[src/rtl/fetch_sequencer.sv]
// Byte-serial Y86-64 instruction fetch: reads one byte per cycle, sizes the
// instruction from its opcode byte and hands a complete bundle to decode.
module fetch_sequencer #(
    parameter int DATA_WID  = 64,
    parameter int MEM_BYTES = 2048
) (
    input  logic                clk,
    input  logic                rst,
    input  logic                pc_load,
    input  logic [DATA_WID-1:0] pc_in,
    output logic                mem_rd,
    output logic [DATA_WID-1:0] mem_addr,
    input  logic [7:0]          mem_rdata,
    output logic                out_valid,
    input  logic                out_ready,
    output logic [3:0]          icode,
    output logic [3:0]          ifun,
    output logic [3:0]          rA,
    output logic [3:0]          rB,
    output logic [DATA_WID-1:0] valC,
    output logic [DATA_WID-1:0] valP,
    output logic                out_halt,
    output logic                out_ins_err,
    output logic                out_adr_err
);
    typedef enum logic [1:0] {S_IDLE, S_FETCH, S_OUT, S_HALTED} state_t;

    localparam logic [DATA_WID-1:0] MEM_LIMIT = DATA_WID'(MEM_BYTES);

    function automatic logic [3:0] ins_len(input logic [3:0] c);
        case (c)
            4'h2, 4'h6, 4'hA, 4'hB: ins_len = 4'd2;
            4'h7, 4'h8:             ins_len = 4'd9;
            4'h3, 4'h4, 4'h5:       ins_len = 4'd10;
            default:                ins_len = 4'd1;
        endcase
    endfunction

    function automatic logic has_reg(input logic [3:0] c);
        case (c)
            4'h2, 4'h3, 4'h4, 4'h5, 4'h6, 4'hA, 4'hB: has_reg = 1'b1;
            default:                                  has_reg = 1'b0;
        endcase
    endfunction

    function automatic logic has_const(input logic [3:0] c);
        case (c)
            4'h3, 4'h4, 4'h5, 4'h7, 4'h8: has_const = 1'b1;
            default:                      has_const = 1'b0;
        endcase
    endfunction

    state_t                state_reg;
    logic [DATA_WID-1:0]   pc_reg;
    logic [3:0]            idx_reg;
    logic                  pend_reg;
    logic [3:0]            pend_idx_reg;
    logic [3:0]            len_reg;
    logic                  len_known_reg;
    logic [3:0]            icode_reg, ifun_reg, ra_reg, rb_reg;
    logic [DATA_WID-1:0]   valc_reg, valp_reg;
    logic                  halt_reg, ins_err_reg, adr_err_reg, valid_reg;

    logic                  capture, first_byte, len_known, need_issue, addr_bad;
    logic                  fetch_err, go_out, any_status, restart, cap_const;
    logic [3:0]            cur_len, const_start, const_idx;
    logic [DATA_WID-1:0]   fetch_addr, restart_pc, valc_next;

    // The opcode byte sizes the instruction in the same cycle it arrives,
    // so byte 1 can be issued without a bubble.
    assign first_byte  = pend_reg && (pend_idx_reg == 4'd0);
    assign cur_len     = first_byte ? ins_len(mem_rdata[7:4]) : len_reg;
    assign len_known   = len_known_reg || first_byte;
    assign need_issue  = len_known ? (idx_reg < cur_len) : (idx_reg == 4'd0);
    assign fetch_addr  = pc_reg + {{(DATA_WID-4){1'b0}}, idx_reg};
    assign addr_bad    = fetch_addr >= MEM_LIMIT;

    assign mem_rd      = (state_reg == S_FETCH) && need_issue && !addr_bad && !pc_load && !rst;
    assign mem_addr    = fetch_addr;

    assign capture     = (state_reg == S_FETCH) && pend_reg && !pc_load;
    assign fetch_err   = (state_reg == S_FETCH) && need_issue && addr_bad;
    assign go_out      = fetch_err || (capture && (pend_idx_reg == cur_len - 4'd1));

    assign any_status  = halt_reg || ins_err_reg || adr_err_reg;
    assign restart     = pc_load || ((state_reg == S_OUT) && out_ready && !any_status);
    assign restart_pc  = pc_load ? pc_in : valp_reg;

    assign const_start = has_reg(icode_reg) ? 4'd2 : 4'd1;
    assign const_idx   = pend_idx_reg - const_start;
    assign cap_const   = capture && (pend_idx_reg != 4'd0) && has_const(icode_reg)
                         && (pend_idx_reg >= const_start);

    generate
        for (genvar gi = 0; gi < DATA_WID / 8; gi++) begin : g_valc
            assign valc_next[8*gi +: 8] = (cap_const && (const_idx == 4'(gi)))
                                          ? mem_rdata : valc_reg[8*gi +: 8];
        end
    endgenerate

    always_ff @(posedge clk) begin
        if (rst) begin
            state_reg     <= S_IDLE;
            pc_reg        <= '0;
            idx_reg       <= 4'd0;
            pend_reg      <= 1'b0;
            pend_idx_reg  <= 4'd0;
            len_reg       <= 4'd0;
            len_known_reg <= 1'b0;
            icode_reg     <= 4'h0;
            ifun_reg      <= 4'h0;
            ra_reg        <= 4'hF;
            rb_reg        <= 4'hF;
            valc_reg      <= '0;
            valp_reg      <= '0;
            halt_reg      <= 1'b0;
            ins_err_reg   <= 1'b0;
            adr_err_reg   <= 1'b0;
            valid_reg     <= 1'b0;
        end else if (restart) begin
            // Any byte still in flight is dropped by clearing pend_reg.
            state_reg     <= S_FETCH;
            pc_reg        <= restart_pc;
            idx_reg       <= 4'd0;
            pend_reg      <= 1'b0;
            len_known_reg <= 1'b0;
            icode_reg     <= 4'h0;
            ifun_reg      <= 4'h0;
            ra_reg        <= 4'hF;
            rb_reg        <= 4'hF;
            valc_reg      <= '0;
            valp_reg      <= restart_pc;
            halt_reg      <= 1'b0;
            ins_err_reg   <= 1'b0;
            adr_err_reg   <= 1'b0;
            valid_reg     <= 1'b0;
        end else begin
            case (state_reg)
                S_FETCH: begin
                    pend_reg     <= mem_rd;
                    pend_idx_reg <= idx_reg;
                    if (mem_rd)
                        idx_reg <= idx_reg + 4'd1;
                    if (capture) begin
                        if (first_byte) begin
                            icode_reg     <= mem_rdata[7:4];
                            ifun_reg      <= mem_rdata[3:0];
                            len_reg       <= cur_len;
                            len_known_reg <= 1'b1;
                            valp_reg      <= pc_reg + {{(DATA_WID-4){1'b0}}, cur_len};
                            halt_reg      <= (mem_rdata[7:4] == 4'h0);
                            ins_err_reg   <= (mem_rdata[7:4] > 4'hB);
                        end else if ((pend_idx_reg == 4'd1) && has_reg(icode_reg)) begin
                            ra_reg <= mem_rdata[7:4];
                            rb_reg <= mem_rdata[3:0];
                        end
                        valc_reg <= valc_next;
                    end
                    if (fetch_err)
                        adr_err_reg <= 1'b1;
                    if (go_out) begin
                        state_reg <= S_OUT;
                        valid_reg <= 1'b1;
                    end
                end
                S_OUT: begin
                    // A clean handshake is handled by restart; here only a
                    // bundle carrying a status bit is being accepted.
                    if (out_ready) begin
                        state_reg <= S_HALTED;
                        valid_reg <= 1'b0;
                    end
                end
                default: ;
            endcase
        end
    end

    assign out_valid   = valid_reg;
    assign icode       = icode_reg;
    assign ifun        = ifun_reg;
    assign rA          = ra_reg;
    assign rB          = rb_reg;
    assign valC        = valc_reg;
    assign valP        = valp_reg;
    assign out_halt    = halt_reg;
    assign out_ins_err = ins_err_reg;
    assign out_adr_err = adr_err_reg;
endmodule

[config.mk]
export PLATFORM = sky130hd
export DESIGN_NAME = fetch_sequencer
export DESIGN_NICKNAME = d
export VERILOG_FILES = /design/src/rtl/fetch_sequencer.sv
export SDC_FILE = /design/constraint.sdc
export NUM_CORES = 1
export LEC_CHECK = 0
export CORE_AREA = 2 2 185 187
export DETAILED_ROUTE_END_ITERATION = 10
export DIE_AREA = 0 0 187 189
export PLACE_DENSITY = 0.72
export SYNTH_ARGS = -nofsm -noshare
export SYNTH_HDL_FRONTEND = slang
export SYNTH_SLANG_ARGS = --single-unit
[constraint.sdc]
create_clock -name clk -period 3.2 [get_ports clk]
set_input_delay 0.32 -clock clk [delete_from_list [all_inputs] [get_ports clk]]
set_output_delay 0.32 -clock clk [all_outputs]
set_load 0.01 [all_outputs]
After elaboration in Yosys (flattened, before gate mapping)
Memory sizes are Yosys's and may differ from the RTL's.
Cells that the tools add are included.
{"block": "word_totals", "ff_bits": 228, "romBits": 48, "word_cells": 145, "memories": 1}
{"block": "classes", "add_sub_neg": 5, "magnitude_cmp": 4, "eq_ne": 24, "mux": 22, "bitwise": 2, "n_reduce_logical": 62}
{"memory": "(no name shown)", "depth": 16, "word_bits": 3, "rd": 1, "rd_clocked_by_memory_dff": 0, "write_ports": 0, "line_no": "31", "text": "case (c)"}
{"op": "$mux 64", "count": 5}
{"op": "$add 64x4->64", "count": 2}
{"op": "$ge 64x12->1 const B", "count": 1}
{"op": "$reduce_and 3->1", "count": 12}
{"op": "$eq 4x3->1 const B", "count": 8}
{"op": "$logic_and 1x1->1", "count": 23}
{"op": "$eq 4x2->1 const B", "count": 4}
{"op": "$logic_not 4->1", "count": 4}
{"op": "$eq 4x4->1 const B", "count": 3}
{"op": "$mux 1", "count": 11}
{"op": "$eq 4x1->1 const B", "count": 2}
{"op": "$reduce_and 4->1", "count": 2}
{"op": "$reduce_bool 2->1", "count": 4}
{"op": "$reduce_or 7->1", "count": 1}
{"op": "$mux 2", "count": 3}
{"op": "$ne 3x3->1 const B", "count": 2}
{"op": "$reduce_and 2->1", "count": 3}
{"op": "$logic_or 1x1->1", "count": 5}
{"op": "$reduce_or 5->1", "count": 1}
{"op": "$add 4x1->4 const B", "count": 1}
{"op": "$eq 4x4->1", "count": 1}
{"op": "$ge 4x2->1", "count": 1}
{"op": "$gt 4x4->1 const B", "count": 1}
{"op": "$logic_not 1->1", "count": 4}
{"op": "other kinds (13)", "count": 15}

Logic depth before layout (Yosys ltp)
Gate-level depths: netlist of run 1.
{"block": "logic_depth", "depth_word": 11, "mapped_depth": 17, "ltp_nobuf": 15}

Least setup slack after synthesis of run 1
Ideal clock, no wire load.
{"block": "synth_path", "path_type": "reg-to-reg", "startpoint": "reg pend_idx_reg[2]", "endpoint": "reg valp_reg[50] (netlist: valP[50])", "arrival_ns": 3.444, "slack_ns": -0.358, "stages_incl_launch_ff": 17, "synth_period_minus_slack_ns": 3.558, "cell_sequence": "dfxtp_1 > clkbuf_1 > nor2_1 > nand3_1 > o21ai_0 > inv_1 > ha_1 > fa_1 > a21o_1 > a21oi_1 > or3b_2 > clkbuf_1 > nor2_1 > and2_1 > nand2_1 > xor2_1 > a2111oi_0"}
{"block": "synth_between", "elab_chain_len": 8, "word_cells_on_any_way": 10}
{"element": "start, declared", "line_no": "57", "text": "logic [3:0] pend_idx_reg;"}
{"element": "start signal, assigned", "line_no": "141", "text": "pend_idx_reg <= idx_reg;"}
{"element": "$logic_not 4->1", "line_no": "71", "text": "assign first_byte = pend_reg && (pend_idx_reg == 4'd0);"}
{"element": "$logic_and 1x1->1", "line_no": "71"}
{"element": "$mux 4", "line_no": "72", "text": "assign cur_len = first_byte ? ins_len(mem_rdata[7:4]) : len_reg;"}
{"element": "net cur_len[0]", "line_no": "66", "text": "logic [3:0] cur_len, const_start, const_idx;"}
{"element": "$add 64x4->64", "line_no": "150", "text": "valp_reg <= pc_reg + {{(DATA_WID-4){1'b0}}, cur_len};"}
{"element": "$mux 64", "line_no": "145", "text": "if (first_byte) begin"}
{"element": "$mux 64", "line_no": "144", "text": "if (capture) begin"}
{"element": "$mux 64", "line_no": "138", "text": "case (state_reg)"}
{"element": "$mux 64", "line_no": "120", "text": "end else if (restart) begin"}
{"element": "end signal, assigned", "line_no": "132", "text": "valp_reg <= restart_pc;"}
{"element": "end signal, assigned", "line_no": "150"}
{"element": "end, declared", "line_no": "61", "text": "logic [DATA_WID-1:0] valc_reg, valp_reg;"}
The timed path passes the listed nets, and every way through them passes these cells. The select of a mux whose other input is x is not followed.
A chain may end at the register's enable or synchronous reset.

Worst setup path in the final report of run 1
{"block": "layout_path", "startpoint": "reg pc_reg[0]", "endpoint": "out mem_rd"}
{"block": "layout_between", "elab_chain_len": 6}
{"element": "start, declared", "line_no": "54", "text": "logic [DATA_WID-1:0] pc_reg;"}
{"element": "start signal, assigned", "line_no": "123", "text": "pc_reg <= restart_pc;"}
{"element": "$add 64x4->64", "line_no": "75", "text": "assign fetch_addr = pc_reg + {{(DATA_WID-4){1'b0}}, idx_reg};"}
{"element": "$ge 64x12->1", "line_no": "76", "text": "assign addr_bad = fetch_addr >= MEM_LIMIT;"}
{"element": "$logic_not 1->1", "line_no": "78", "text": "assign mem_rd = (state_reg == S_FETCH) && need_issue && !addr_bad && !pc_load && !rst;"}
{"element": "$logic_and 1x1->1 (3 in a row)", "line_no": "78"}
{"element": "end, declared", "line_no": "11", "text": "output logic mem_rd,"}
No other way between the ends.

==> results of run 1 <==
-- worst max-delay path: cells and delay by family, from the launching register on --
family | cells | cell delay (ns)
compound gates | 1 | 0.37
buf+inv | 5 | 0.63
fa+ha+maj | 2 | 0.51
simple gates | 5 | 1.00
xor+xnor | 1 | 0.08
flops | 1 | 0.33
-- cells in the mapped netlist, types with 3 or more instances --
cell type and n:
dfxtp_1 228, ha_1 16, and2_1 6, and3_1 13, o21ai_0 71, a21o_1 8
xnor2_1 83, a2111oi_0 4, o31ai_1 3, clkbuf_8 4, clkbuf_1 78, or4_4 3
buf_2 19, xor2_1 52, nand2b_1 5, a21boi_0 43, and4_1 10, nor3_1 49
fa_1 3, buf_6 6, a211oi_1 18, a311oi_1 3, nand4_1 45, a21oi_1 88
buf_4 11, buf_1 7, or2_2 7, nor2_1 169, or4_1 7, o22ai_1 6
o21a_1 46, nand2_1 145, inv_1 33, nand3b_1 4, mux2i_1 121, nor4_2 3
nor3b_1 3, nor4_1 19, or3_1 12, nand4_2 3, nand3_1 40, a31oi_1 22
-- final cells by class --
cell class / instances / area [um^2] / share of cell area
diodes: 1 / 2.502 / 0.0001214
flip-flops and latches: 228 / 4612 / 0.2238
inverters: 35 / 135.1 / 0.006558
multi-input cells: 1171 / 8529 / 0.4139
repair buffers: 679 / 5932 / 0.2879
clock buffers: 34 / 699.4 / 0.03394
well taps: 448 / 560.5 / 0.02720
clock inverters: 9 / 135.1 / 0.006558
-- power groups by stage --
stage / Clock [W] / Combinational [W] / Sequential (W)
final: 0.00300 / 0.00133 / 0.00308
after global routing: 0.00315 / 0.00140 / 0.00309
after CTS: 0.00303 / 0.00128 / 0.00307
after detailed placement: 0 / 0.00125 / 0.00313
after global placement: 0 / 0.00125 / 0.00312
after floorplan: 0 / 0.000559 / 0.00311
-- repair_timing --
action,CTS,global route
pin swaps,57,54
cloned,1,0
resized for setup,249,105
endpoints found under the hold margin,0,0
setup buffers,24,26
setup endpoints to repair,71,92
-- worst paths after layout --
kind / startpoint / end / slack [ns] / cells after the start
worst min register to register: ifun[0] / ifun[0] / 0.46 / 2
worst max-delay path: pc_reg[0] / mem_rd / -0.58 / 14
worst max register to register: idx_reg[3] / idx_reg[3] / -0.17 / 14
worst min-delay path: pc_in[45] / valP[45] / 0.42 / 3
-- cells in the final DEF (no fill, tap or decap), drive strengths merged, types with 50 or more instances in the layout --
cell,n
nand2,145
clkdlybuf4s50,235
buf,411
xor2,52
o21ai,72
mux2i,121
nand4,50
dfxtp,228
nor2,170
nor3,51
a21oi,88
xnor2,83
-- layer usage --
layer  GRT usage  up-vias  part of all wire
met5           0        -                 0
met4      0.1047        0             0.035
met3     0.05264      115             0.067
met2      0.5157      581              0.47
met1      0.4159     6959              0.43
li1            -     6649                 -
-- through the flow --
stage               power, W  instances  hold WS (ns)  setup TNS [ns]  worst slack [ns]
finish              0.007407       2605        0.4179          -1.490           -0.5840
detailed placement  0.004377       2517        0.4492          -18.32           -0.8485
floorplan           0.003669       1558        0.4359        -0.03821          -0.03821
CTS                 0.007380       2583        0.4020          -1.412           -0.5975
global route        0.007643       2604        0.4079          -2.674           -0.6488
global placement    0.004371       2517        0.4424          -15.69           -0.7874
-- logic make-up (layout without fill, tap and decap cells) --
logic type / count (synthesis) / after routing / share of synthesized area
and+or+nand+nor: 562 / 563 / 0.2175
AOI/OAI and AO/OA: 333 / 333 / 0.1651
DFF: 228 / 228 / 0.3537
buffers and inverters: 160 / 757 / 0.05817
xor gates and xnor gates: 135 / 135 / 0.09161
muxes: 121 / 121 / 0.09384
adders and majority gates: 19 / 19 / 0.02016
other: 0 / 1 / 0
==> flow_metrics.py, run 1 <==
metrics = {
    "logic_synthesis": {
        "post-synth-top-area-cell": "dfxtp_1",
        "ys_types": 74,
        "synth_cells": 1558,
        "yosys_register_bits": 228,
        "yosys-top-cells-area": "dfxtp_1, mux2i_1, xnor2_1",
        "synth_ff_type": "dfxtp_1",
        "synth_top_area_frac": 0.3537,
        "synth_edf_count": 0,
        "async_flop_share": 0,
        "yosysWarnings": 0,
        "syn_nets": 1653,
        "syn_avg_cell_area_um2": 8.284,
        "ys_seq_area_frac": 0.3537,
        "synth_area_mm2": 0.01291,
    },
    "cts": {
        "htreeDepth": 1,
        "cts_tree": "yes",
        "cts_hold_buf": 0,
        "clockBufferDepth": 3,
        "root_buffer": "clkbuf_16",
        "insertion_delay_ns": 0.56,
        "cts_buffers": 25,
        "numClockSinks": 228,
        "clkTransAtPathRegs_ns": 0.06,
    },
    "die": {
        "die-area_mm2": 0.03534,
        "boundaryPins": 289,
        "die_h_um": 189,
        "start_util": 0.3878,
        "die_w_um": 187,
        "coreArea_mm2": 0.03328,
        "rows": 67,
    },
    "cells_and_area": {
        "drive_gt1_frac": 0.2964,
        "finish.instance_area_mm2": 0.02061,
        "finish.utilization": 0.6192,
        "n_fill_cell": 2880,
        "syn_to_final_growth_pct": 59.66,
        "layout.nets": 2235,
    },
    "place": {
        "place_hpwl_um": 43900,
        "dpl_cell_area_mm2": 0.01850,
        "io_buffers": 288,
        "place_congestion": 1.029,
    },
    "drt": {
        "drt_iter0_drc": 1090,
        "viasPerCell": 5.491,
        "routedWlPerCell_um": 22.02,
        "firstDrtPassIters": 5,
        "drc": 0,
        "postRouteAntennaNets": 0,
        "wl_um": 57370,
        "via_count": 14300,
    },
    "power": {
        "seq_power_share": 0.416,
        "p_sw_w": 0.002019,
        "ir_drop_uv": 330.9,
        "power_leakage_nw": 8.728,
        "comb_power_share": 0.180,
        "switching_share": 0.2726,
        "clkPwrFrac": 0.405,
        "p_int_w": 0.005387,
        "power.density_mw_per_mm2": 359.4,
    },
    "worst_hold_path": {
        "hp-class": "in -> reg",
    },
    "sta": {
        "grt_setup_unrepaired": "yes",
        "final_max_slew_viol_count": 0,
        "skew_ns": 0.01504,
        "timing.final.ws_setup_ns": -0.5840,
        "worst_pin_slew_ns": 0.6414,
        "final.period_utilization": 1.182,
        "final_hold_viol_count": 0,
        "setup_viol": 13,
        "max_freq_mhz": 264.3,
        "period_needed_ns": 3.784,
        "maxSlewHeadroom": 0.5724,
    },
    "global_routing": {
        "grt_pass1_wl_um": 85530,
        "first_global_vias": 14090,
        "grt_max_degree": 71,
        "antenna_found_initial": 1,
        "overflow": 0,
        "grt_usage": 0.3128,
    },
    "run": {
        "drv_cap": 0,
    },
    "critical_path": {
        "worst_ep_arrival_time_ns": 3.46,
        "cp_max_fo": 5,
        "crit_chain": "ha_4 > fa_2 > a211o_4 > buf_6 > and3_4 > nand4_1 > buf_4 > xnor2_2 > nor4_2 > buf_4 > and4_4 > nand3_4 > inv_4 > buf_6",
        "slowest_stage": "a211o_4",
        "required_ns": 2.88,
        "startpoint_type": "flip-flop",
        "path_class": "reg -> out",
        "end_kind": "output port",
        "critPathMaxStageDelay_ns": 0.37,
    },
    "outcome": {
        "violations": "setup timing",
        "outcome": "complete, but fails checks",
    },
}
Power figures use the tool's default switching activity.
==> inputs of run 2 (changes only) <==
--- a/config.mk
+++ b/config.mk
@@ -9,6 +9,7 @@
 export DETAILED_ROUTE_END_ITERATION = 10
 export DIE_AREA = 0 0 187 189
 export PLACE_DENSITY = 0.72
+export RECOVER_POWER = 25
 export SYNTH_ARGS = -nofsm -noshare
 export SYNTH_HDL_FRONTEND = slang
 export SYNTH_SLANG_ARGS = --single-unit
==> flow_metrics.py, run 2 (synthesis gave the netlist of run 1 again) <==
metrics = {
    "global_routing": {
        "overflow": 0,
        "grt_max_degree": 71,
        "antenna_found_initial": 1,
        "grt_pass1_wl_um": 85530,
        "grtUsageMet1": 0.4159,
        "met2_usage": 0.5157,
        "grt_usage": 0.3128,
        "grt.busiest_layer": "met2",
        "first_global_vias": 14090,
        "grtUsageMet3": 0.05264,
    },
    "cts": {
        "cts_tree": "yes",
        "cts_buffers": 25,
        "clkTransAtPathRegs_ns": 0.06,
        "root_buffer": "clkbuf_16",
        "htreeDepth": 1,
        "insertion_delay_ns": 0.56,
        "clockBufferDepth": 3,
        "numClockSinks": 228,
    },
    "critical_path": {
        "end_kind": "output port",
        "r2r_cells": 14,
        "worst_ep_arrival_time_ns": 3.46,
        "r2r_start": "idx_reg[3]",
        "crit_chain": "ha_4 > fa_2 > a211o_4 > buf_6 > and3_4 > nand4_1 > buf_4 > xnor2_2 > nor4_2 > buf_4 > and4_4 > nand3_4 > inv_4 > buf_6",
        "required_ns": 2.88,
        "path_class": "reg -> out",
        "critPathMaxStageDelay_ns": 0.37,
        "r2r_end": "idx_reg[3]",
        "cp_top_family": "simple AND/OR/NAND/NOR gates",
        "rrSetupSlack_ns": -0.15,
        "cp_max_fo": 5,
        "startpoint_type": "flip-flop",
        "cp_num_buf_inv": 5,
        "slowest_stage": "a211o_4",
    },
    "cells_and_area": {
        "drive_gt1_frac": 0.2950,
        "final_cell_mix": "buf_4, dfxtp_1, nor2_1, clkdlybuf4s50_1, nand2_1",
        "finish.utilization": 0.6184,
        "register_area_mm2": 0.004612,
        "final_cells": 2605,
        "syn_to_final_growth_pct": 59.46,
        "multi_input_area_mm2": 0.008523,
        "n_fill_cell": 2885,
        "layout_commonest_cell": "buf_4",
        "layout.nets": 2235,
    },
    "worst_hold_path": {
        "hp-start": "pc_in[45]",
        "hold_path_depth": 3,
        "hp-class": "in -> reg",
        "min_delay_worst_endpoint": "valP[45]",
    },
    "power": {
        "power_w": 0.007399,
        "ir_drop_uv": 331.2,
        "power_leakage_nw": 8.934,
        "power.density_mw_per_mm2": 359.5,
    },
    "sta": {
        "setup_viol": 13,
        "final.period_utilization": 1.182,
        "period_needed_ns": 3.783,
        "holdWs_ns": 0.4180,
        "maxSlewHeadroom": -0.1031,
        "grt_setup_unrepaired": "yes",
        "max_freq_mhz": 264.3,
        "final_hold_viol_count": 0,
        "final_max_slew_viol_count": 49,
        "worst_pin_slew_ns": 1.655,
        "timing.final.ws_setup_ns": -0.5831,
        "skew_ns": 0.01527,
    },
    "place": {
        "place_inst": 2517,
        "pre_cts_slack_ns": -0.8485,
        "place_hpwl_um": 43900,
        "io_buffers": 288,
        "place_congestion": 1.029,
    },
    "drt": {
        "firstDrtPassIters": 7,
        "routedWlPerCell_um": 21.98,
        "postRouteAntennaNets": 0,
        "drc": 0,
        "via_count": 14300,
        "viasPerCell": 5.488,
        "drt_iter0_drc": 1105,
        "wl_um": 57260,
    },
    "die": {
        "die-area_mm2": 0.03534,
        "die_h_um": 189,
        "rows": 67,
        "start_util": 0.3878,
        "boundaryPins": 289,
        "coreArea_mm2": 0.03328,
        "die_w_um": 187,
    },
    "outcome": {
        "outcome": "complete, but fails checks",
        "violations": "capacitance limit, slew limit, setup timing",
    },
    "run": {
        "drv_cap": 2,
    },
}
[run 2: power breakdown]
part | switching (W) | leakage [nW] | internal, W
combinational | 0.000675 | 6.64 | 0.000649
sequential | 0.000116 | 1.88 | 0.00296
clock | 0.00123 | 0.414 | 0.00177
total | 0.00202 | 8.93 | 0.00538
[run 2: through the flow]
step	setup TNS [ns]	area, um^2
after floorplan	-0.03821	12930
after global placement	-15.69	18500
after detailed placement	-18.32	18500
after CTS	-1.412	20070
after global routing	-2.702	20580
final	-1.475	20580
[run 2: metal layers]
layer | share of wire | wire [um]
met1 | 0.43 | 24730
met3 | 0.068 | 3877
met2 | 0.47 | 26680
met5 | 0 | 0
met4 | 0.034 | 1969
[run 2: worst min-delay path, delay by kind of cell]
| kind | cells | cell delay, ns |
|---|---|---|
| buffers and inverters | 1 | 0.39 |
| and+or+nand+nor | 2 | 0.21 |
[run 2: repair_timing]
action / CTS / global route
gates cloned: 1 / 0
buffers inserted: 24 / 26
resized for setup: 249 / 105
setup endpoints to repair: 71 / 92
hold buffers: 0 / 0
pin swaps: 57 / 54
[run 2: area by class of cell]
type | count | share of cell area
Timing Repair Buffer | 679 | 0.2873
Tap cell | 448 | 0.02724
Antenna cell | 1 | 0.0001216
Inverter | 35 | 0.006566
Clock inverter | 9 | 0.006566
Clock buffer | 34 | 0.03399
Multi-Input combinational cell | 1171 | 0.4142
Sequential cell | 228 | 0.2241
[run 2: worst max-delay path by stage]
stage               startpoint  endpoint  slack [ns]  cells past startpoint
2_1_floorplan  pend_idx_reg[2]  valP[50]       -0.04                     15
6_report             pc_reg[0]    mem_rd       -0.58                     14
3_5_place_dp         pc_reg[0]    mem_rd       -0.85                     12
4_1_cts             idx_reg[0]    mem_rd       -0.60                     14
5_1_grt             idx_reg[3]    mem_rd       -0.65                     12
3_3_place_gp         pc_reg[0]    mem_rd       -0.79                     12
==> inputs of run 3 (changes only) <==
--- a/config.mk
+++ b/config.mk
@@ -8,6 +8,7 @@
 export CORE_AREA = 2 2 185 187
 export DETAILED_ROUTE_END_ITERATION = 10
 export DIE_AREA = 0 0 187 189
+export GPL_TIMING_DRIVEN = 0
 export PLACE_DENSITY = 0.72
 export RECOVER_POWER = 25
 export SYNTH_ARGS = -nofsm -noshare
==> flow_metrics.py, run 3 (synthesis gave the netlist of run 1 again) <==
metrics = {
    "outcome": {
        "outcome": "complete, but fails checks",
        "violations": "setup timing",
    },
    "global_routing": {
        "grt_max_degree": 15,
        "grt_usage": 0.2990,
        "grt_pass1_wl_um": 82400,
        "overflow": 0,
        "first_global_vias": 13730,
        "antenna_found_initial": 1,
    },
    "critical_path": {
        "end_kind": "output port",
        "path_class": "reg -> out",
        "worst_ep_arrival_time_ns": 3.69,
        "r2r_start": "pc_reg[0]",
        "rrSetupSlack_ns": -0.71,
        "required_ns": 2.88,
        "r2r_end": "pend_reg",
        "r2r_cells": 19,
        "startpoint_type": "flip-flop",
        "cp_max_fo": 5,
    },
    "sta": {
        "skew_ns": 0.01561,
        "worst_pin_slew_ns": 0.9049,
        "final_hold_viol_count": 0,
        "period_needed_ns": 4.014,
        "holdWs_ns": 0.1601,
        "final_max_slew_viol_count": 0,
        "fin_tns_setup_ns": -6.536,
        "final.period_utilization": 1.254,
        "grt_setup_unrepaired": "yes",
        "maxSlewHeadroom": 0.3921,
        "timing.final.ws_setup_ns": -0.8143,
        "max_freq_mhz": 249.1,
        "setup_viol": 25,
    },
    "drt": {
        "postRouteAntennaNets": 0,
        "drc": 0,
        "drt_iter0_drc": 1188,
        "viasPerCell": 5.715,
        "firstDrtPassIters": 5,
        "wl_um": 55510,
        "via_count": 14030,
        "routedWlPerCell_um": 22.61,
    },
    "power": {
        "power_w": 0.007680,
        "power_leakage_nw": 8.209,
        "ir_drop_uv": 347.1,
        "power.density_mw_per_mm2": 388.0,
    },
    "cts": {
        "cts_buffers": 26,
        "root_buffer": "clkbuf_16",
        "clkTransAtPathRegs_ns": 0.06,
        "clockBufferDepth": 3,
        "insertion_delay_ns": 0.55,
        "cts_tree": "yes",
        "numClockSinks": 228,
        "htreeDepth": 1,
    },
    "cells_and_area": {
        "layout_commonest_cell": "dfxtp_1",
        "syn_to_final_growth_pct": 53.38,
        "n_antenna_cell": 0,
        "layout.nets": 2082,
        "final_cells": 2455,
        "final_cell_mix": "dfxtp_1, nor2_1, nand2_1, clkdlybuf4s50_1, mux2i_1",
        "drive_gt1_frac": 0.2362,
    },
    "place": {
        "pre_cts_slack_ns": -1.474,
        "place_inst": 2290,
        "place_hpwl_um": 40340,
        "place_congestion": 1.020,
        "io_buffers": 283,
    },
    "die": {
        "rows": 67,
        "boundaryPins": 289,
        "die-area_mm2": 0.03534,
        "die_h_um": 189,
        "coreArea_mm2": 0.03328,
        "die_w_um": 187,
        "start_util": 0.3878,
    },
    "worst_hold_path": {
        "hp-start": "mem_rdata[7]",
        "hold_path_depth": 3,
        "min_delay_worst_endpoint": "out_ins_err",
        "hp-class": "in -> reg",
    },
    "run": {
        "drv_cap": 0,
    },
}
run 3: changes by cell type in the layout (fill, tap and decap cells not counted), moves of 7 or more:
cell / before / now
dfxtp_2: 26 / 15
buf_4: 358 / 118
buf_6: 28 / 57
buf_1: 0 / 7
nand3_4: 2 / 11
buf_12: 9 / 1
nand2_2: 4 / 11
clkdlybuf4s50_1: 153 / 130
clkbuf_1: 7 / 58
dlygate4sd3_1: 82 / 101
run 3: where the power goes:
part | internal (W) | switching [W] | total [W]
clock network | 0.00205 | 0.00130 | 0.00335
logic | 0.000581 | 0.000672 | 0.00125
registers | 0.00295 | 0.000119 | 0.00307
total | 0.00559 | 0.00209 | 0.00768
run 3: final cells by class:
cell class | instances | area [um^2]
plain buffers | 111 | 691.9
clock buffers | 29 | 691.9
well taps | 448 | 560.5
multi-input cells | 1170 | 8931
inverters | 35 | 133.9
flip-flops and latches | 228 | 4617
clock inverters | 19 | 277.8
repair buffers | 415 | 3891
fillers | 2853 | 13490
run 3: worst max-delay path: stages (launching register included):
cell	delay (ns)
dfxtp_4	0.35
ha_4	0.16
fa_2	0.39
a211o_4	0.39
and3_4	0.22
buf_8	0.14
nand4_1	0.13
xor2_2	0.16
nand4_1	0.20
nor4_4	0.37
and4_4	0.32
nand3_4	0.09
inv_4	0.10
buf_6	0.10
run 3: worst max path at each step:
stage	startpoint	end	slack [ns]	cells past startpoint
floorplan	pend_idx_reg[2]	valP[50]	-0.04	15
global placement	idx_reg[2]	mem_rd	-1.50	12
detailed placement	idx_reg[3]	mem_rd	-1.47	12
CTS	idx_reg[0]	mem_rd	-0.74	12
global route	pc_reg[0]	mem_rd	-0.86	13
finish	pc_reg[0]	mem_rd	-0.81	13
run 3: per-stage QoR:
| stage | instance area [um^2] | util |
|---|---|---|
| 2_1_floorplan | 12930 | - |
| 3_3_place_gp | 16320 | 0.4904 |
| 3_5_place_dp | 16330 | 0.4908 |
| 4_1_cts | 18900 | 0.5680 |
| 5_1_grt | 19800 | 0.5948 |
| 6_report | 19800 | 0.5948 |
run 3: timing repair:
action | CTS | global route
gates resized for setup | 330 | 167
gates cloned | 2 | 0
endpoints found under the setup margin | 140 | 161
setup buffers | 81 | 58
pin swaps | 78 | 66
hold buffers | 0 | 0
run 3: metal layers:
layer	track usage	routed length (um)	part of all wire
met1	0.3887	22950	0.41
met2	0.4841	25060	0.45
met3	0.04986	4522	0.081
met4	0.1429	2971	0.054
met5	0	0	0
